## src/rtl/uart_pkg.sv

```systemverilog
// uart_pkg: shared UART framing constants and TX state encoding.
// Used by fifo_uart_tx and uart_baud_gen (and a future RX stage).
package uart_pkg;

  localparam int CLKS_PER_BIT_DEF = 868;
  localparam int DATA_BITS        = 8;
  localparam int STOP_BITS        = 1;

  localparam logic [2:0] ST_IDLE  = 3'd0;
  localparam logic [2:0] ST_REQ   = 3'd1;
  localparam logic [2:0] ST_LOAD  = 3'd2;
  localparam logic [2:0] ST_START = 3'd3;
  localparam logic [2:0] ST_DATA  = 3'd4;
  localparam logic [2:0] ST_STOP  = 3'd5;

  typedef enum logic [2:0] {
    IDLE  = ST_IDLE,
    REQ   = ST_REQ,
    LOAD  = ST_LOAD,
    START = ST_START,
    DATA  = ST_DATA,
    STOP  = ST_STOP
  } tx_state_e;

endpackage

```

## src/rtl/uart_baud_gen.sv

```systemverilog
// uart_baud_gen: bit-period counter, one-cycle tick every CLKS_PER_BIT.
// Ports: clk, reset_n (async low), run (count enable), tick (out).
module uart_baud_gen
  import uart_pkg::*;
#(
  parameter int CLKS_PER_BIT = CLKS_PER_BIT_DEF
) (
  input  logic clk,
  input  logic reset_n,
  input  logic run,
  output logic tick
);

  localparam int W = $clog2(CLKS_PER_BIT);
  localparam logic [W-1:0] LAST = W'(CLKS_PER_BIT - 1);

  logic [W-1:0] r_cnt;

  assign tick = run && (r_cnt == LAST);

  // Held at zero while stopped so every bit period starts aligned.
  always_ff @(posedge clk or negedge reset_n) begin
    if (!reset_n) begin
      r_cnt <= '0;
    end else if (!run || tick) begin
      r_cnt <= '0;
    end else begin
      r_cnt <= r_cnt + 1'b1;
    end
  end

endmodule

```

## src/rtl/fifo_uart_tx.sv

```systemverilog
// fifo_uart_tx: pops bytes from the byte FIFO, sends them 8N1 on tx.
// Ports: clk, reset_n, empty, read_valid, din[7:0] in;
//        rden, tx, busy, byte_done out.
module fifo_uart_tx
  import uart_pkg::*;
#(
  parameter int CLKS_PER_BIT = CLKS_PER_BIT_DEF
) (
  input  logic       clk,
  input  logic       reset_n,
  input  logic       empty,
  input  logic       read_valid,
  input  logic [7:0] din,
  output logic       rden,
  output logic       tx,
  output logic       busy,
  output logic       byte_done
);

  localparam logic [2:0] BIT_PRE_LAST = 3'(DATA_BITS - 2);

  tx_state_e  r_state;
  tx_state_e  w_next;
  logic [7:0] r_shift;
  logic [2:0] r_bit_cnt;
  logic       r_bit_last;
  logic       w_run;
  logic       w_tick;

  assign w_run = (r_state == START) ||
                 (r_state == DATA)  ||
                 (r_state == STOP);

  uart_baud_gen #(
    .CLKS_PER_BIT(CLKS_PER_BIT)
  ) u_baud (
    .clk    (clk),
    .reset_n(reset_n),
    .run    (w_run),
    .tick   (w_tick)
  );

  always_ff @(posedge clk or negedge reset_n) begin
    if (!reset_n) begin
      r_state <= IDLE;
    end else begin
      r_state <= w_next;
    end
  end

  // r_bit_last flags the final data bit so STOP entry needs no compare
  // against the wrapping 3-bit counter.
  always_ff @(posedge clk or negedge reset_n) begin
    if (!reset_n) begin
      r_shift    <= '0;
      r_bit_cnt  <= '0;
      r_bit_last <= 1'b0;
    end else if (r_state == LOAD) begin
      r_shift    <= din;
      r_bit_cnt  <= '0;
      r_bit_last <= 1'b0;
    end else if (r_state == DATA && w_tick) begin
      r_shift    <= {1'b0, r_shift[7:1]};
      r_bit_cnt  <= r_bit_cnt + 1'b1;
      r_bit_last <= (r_bit_cnt == BIT_PRE_LAST);
    end
  end

  // rden is decoded from REQ alone; REQ is only entered after a
  // non-empty flag, and a lost pop (read_valid=0) just retries.
  always_comb begin
    w_next    = r_state;
    rden      = 1'b0;
    tx        = 1'b1;
    busy      = 1'b0;
    byte_done = 1'b0;
    unique case (r_state)
      IDLE: begin
        if (!empty) w_next = REQ;
      end
      REQ: begin
        rden   = 1'b1;
        w_next = read_valid ? LOAD : IDLE;
      end
      LOAD: begin
        busy   = 1'b1;
        w_next = START;
      end
      START: begin
        busy = 1'b1;
        tx   = 1'b0;
        if (w_tick) w_next = DATA;
      end
      DATA: begin
        busy = 1'b1;
        tx   = r_shift[0];
        if (w_tick && r_bit_last) w_next = STOP;
      end
      STOP: begin
        busy      = 1'b1;
        byte_done = w_tick;
        if (w_tick) w_next = IDLE;
      end
      default: begin
        w_next = IDLE;
      end
    endcase
  end

endmodule

```

## config.mk

```make
export PLATFORM = sky130hd
export DESIGN_NAME = fifo_uart_tx
export DESIGN_NICKNAME = d
export VERILOG_FILES = /design/src/rtl/uart_pkg.sv /design/src/rtl/uart_baud_gen.sv /design/src/rtl/fifo_uart_tx.sv
export SDC_FILE = /design/constraint.sdc
export NUM_CORES = 1
export LEC_CHECK = 0
export CORE_AREA = 3 3 57 59
export DETAILED_ROUTE_END_ITERATION = 16
export DIE_AREA = 0 0 60 62
export MAX_ROUTING_LAYER = met4
export PLACE_DENSITY = 0.78
export SLEW_MARGIN = 0
export SYNTH_ARGS = -nofsm -noshare
export SYNTH_HDL_FRONTEND = slang
export SYNTH_HIERARCHICAL = 1
export SYNTH_SLANG_ARGS = --single-unit
```

## constraint.sdc

```tcl
create_clock -name clk -period 2.04 [get_ports clk]
set_input_delay 0.612 -clock clk [delete_from_list [all_inputs] [get_ports clk]]
set_output_delay 0.612 -clock clk [all_outputs]
set_load 0.005 [all_outputs]
```

==> flow_summary_export.csv <==
group,metric,value,unit
layout,fin_nets,188,
setup_path,critPathKind,"flip-flop to output pin",
layout,diodes,0,
clocking,htreeDepth,1,
clocking,path_clk_slew,130,ps
pwr,p_seq_frac,0.664,
pwr,peakVddDrop,0.351,mV
setup_path,critPathLaunchType,"flip-flop",
floorplanning,ios,16,
sta,setup_ws,-452,ps
setup_path,reg2reg_slack,-140,ps
floorplanning,core_area,2760,sq um
logic_synthesis,synth_edf_count,0,
layout,multi_input_area,683,sq um
pwr,leakage,0.830,nW
setup_path,rr_endpoint,"r_bit_cnt[0]",
sta,relSlewSlack,0.722,
pwr,intPower,0.592,mW
clocking,insertion_delay,310,ps
min_path,hold_path_end,"r_shift[3]",
logic_synthesis,ys.flop_type,"dfrtp_1",
logic_synthesis,ys_seq_elements,25,
floorplanning,die_w,60,microns
grt,overflow,0,
logic_synthesis,syn_nets,140,
sta,finalSetupViolations,13,
placement,portBuffers,15,
setup_path,required,1430,ps
layout,seqCellArea,626,sq um
min_path,min-delay-start,"r_shift[3]",
setup_path,r2r-start,"u_baud/r_cnt[2]",
outcome,status,"complete, but fails checks",
pwr,clkPwrFrac,0.293,
min_path,hold_depth,1,
route,wl_per_cell,14.3,microns
sta,worst_slew_pin_slew,417,ps
logic_synthesis,ys_async_sr_fraction,1.00,
route,detailroute.via_count,1146,
grt,grt_pass1_wl,4970,microns
logic_synthesis,synthCells,125,
pwr,comb_power_share,0.043,
placement,gp_congestion,0.830,
setup_path,critical_path.top_delay_family,"simple AND/OR/NAND/NOR gates",
clocking,ctsHoldBuffers,0,
clocking,clockBufferDepth,2,
placement,dp_hpwl,2090,microns
sta,fin_crit,2490,ps
outcome,violations,"negative setup slack",
logic_synthesis,syn_area,1340,sq um
clocking,cts.sinks,25,
route,via_per_inst,5.65,
sta,hold_viol_final,0,
sta,fin_crit_sh,1.22,
setup_path,crit_arrival,1880,ps
layout,area_growth_syn_to_layout,33.1,%
pwr,switching_power,0.154,mW
setup_path,crit_path_end_kind,"output pin",
setup_path,crit_fanout,2,
route,drc,0,
grt,grt_max_degree,26,
floorplanning,start_util,0.487,
floorplanning,fp.dieH,62,microns
setup_path,reg2regPathDepth,7,
pwr,total_power,0.746,mW
setup_path,max_stage_delay,560,ps
setup_path,critical_path.slowest_cell,"or4_4",
layout,final_area,1790,sq um
sta,fin_hold_ws,500,ps
logic_synthesis,avgSynthCellArea,10.8,sq um
route,final_antenna_net_count,0,
grt,grt_use_total,0.182,
sta,fmax,401,MHz
clocking,cts_root_buf,"clkbuf_4",
logic_synthesis,synth_warnings,6,
sta,slew_violations,0,
setup_path,path_buf_inv,1,
job,max_cap_violations,0,
grt,antenna_found_initial,0,
clocking,cts_buffers,3,
sta,skew,4.06,ps
clocking,cts_tree,"built",
layout,fillers,213,
logic_synthesis,ys_seq_area_frac,0.466,
route,initialDrtViolationCount,54,
route,drt_first_pass_iters,4,
placement,place_area,1680,sq um
pwr,power_density,417,nW/um^2
sta,rsz0062_at_grt,"true",
pwr,swShare,0.207,
placement,place_ws,-517,ps
logic_synthesis,yosysUniqueCellTypes,41,
floorplanning,die-area,3720,sq um
min_path,min-delay-path-class,"flip-flop to flip-flop",
grt,grt_pass1_vias,1199,
floorplanning,rows,19,
setup_path,crit_path_cell_trace,"or4_4 > nor2_4 > and4_4 > nand2_4 > nor2_2 > buf_2",
route,finalWirelength,2890,microns
layout,layout-drive-gt1-share,0.320,
[power groups by stage]
stage | clock network [mW] | registers [mW] | logic (mW)
final | 0.218 | 0.496 | 0.0322
after floorplan | 0 | 0.505 | 0.000455
after global routing | 0.248 | 0.496 | 0.0359
after detailed placement | 0 | 0.505 | 0.0332
after global placement | 0 | 0.505 | 0.0323
after CTS | 0.225 | 0.496 | 0.0332
[Yosys cell counts (all sizes together), types with 2 or more instances]
cell type,n,area [sq um]
a21o,2,15.0
a21oi,7,38.8
a22o,3,26.3
buf,5,50.0
dfrtp,25,626
ha,3,37.5
inv,5,18.8
mux2i,5,50.1
nand2,12,45.0
nand3,5,25.0
nand3b,2,15.0
nand4,2,12.5
nor2,9,41.3
nor3b,2,26.3
o21ai,9,45.0
o22ai,2,12.5
o31ai,3,36.3
or3,4,25.0
or4,2,18.8
xor2,3,26.3
[kinds of logic (layout without fill, tap and decap cells)]
kind of cell             count (synthesis)  after routing  share of synthesized area
AO/OA/AOI/OAI                           31             31                      0.164
multiplexers                             6              6                     0.0456
flip-flops                              25             25                      0.466
buffers and inverters                   10             57                     0.0512
adder cells (fa/ha/maj)                  3              3                     0.0279
AND/OR/NAND/NOR                         46             46                      0.220
XOR/XNOR                                 4              4                     0.0261
[final cells by class]
cell class / instances / area share
Tap cell: 31 / 0.0217
Sequential cell: 25 / 0.350
Inverter: 5 / 0.0105
Timing Repair Buffer: 48 / 0.222
Clock buffer: 4 / 0.0147
Multi-Input combinational cell: 90 / 0.382
[worst reg2reg max path, delay by kind of cell, from the launching register on]
family        cells  cell delay (ps)
simple gates      5             1250
buf+inv           1              150
flops             1              420
mux               1              260
[registers in the layout, indices dropped and copies added (netlist names)]
name / cells
u_baud/r_cnt: 10
r_bit_cnt: 3
r_state: 3
r_shift: 8
r_bit_last: 1
[cells in the final DEF, fill, tap and decap left out, types with 4 or more instances in the layout]
cell type,count
nor2_1,6
nand2_1,11
mux2i_1,4
clkdlybuf4s50_1,11
dfrtp_1,25
o21ai_0,5
nand3_1,5
buf_6,5
inv_1,5
buf_4,28
a21oi_1,6
o21ai_1,4
[layer usage]
metal  global-route usage  up-vias  part of all wire
li1                     -      553                 -
met1                0.190      575              0.41
met2                0.338       14              0.56
met3               0.0289        4             0.025
met4               0.0759        0             0.014
met5                    -        -                 0
[how the worst max path moves through the flow]
stage,start,endpoint,cells past startpoint
3_5_place_dp,u_baud/r_cnt[2],byte_done,6
2_1_floorplan,u_baud/r_cnt[3],byte_done,5
3_3_place_gp,u_baud/r_cnt[3],byte_done,6
5_1_grt,u_baud/r_cnt[2],byte_done,6
4_1_cts,u_baud/r_cnt[3],byte_done,6
6_report,u_baud/r_cnt[2],byte_done,6
[repair_timing]
item / CTS / global route
setup buffers: 7 / 3
resized for setup: 23 / 8
pin swaps: 3 / 4
endpoints found under the hold margin: 0 / 0
endpoints found under the setup margin: 14 / 16
[metrics by stage]
step	cells	setup TNS, ps	utilization
floorplan	125	-103	-
global placement	191	-481	0.608
detailed placement	191	-722	0.608
CTS	201	-898	0.637
global route	203	-2090	0.649
finish	203	-1290	0.649
(Power assumes the default switching activity.)
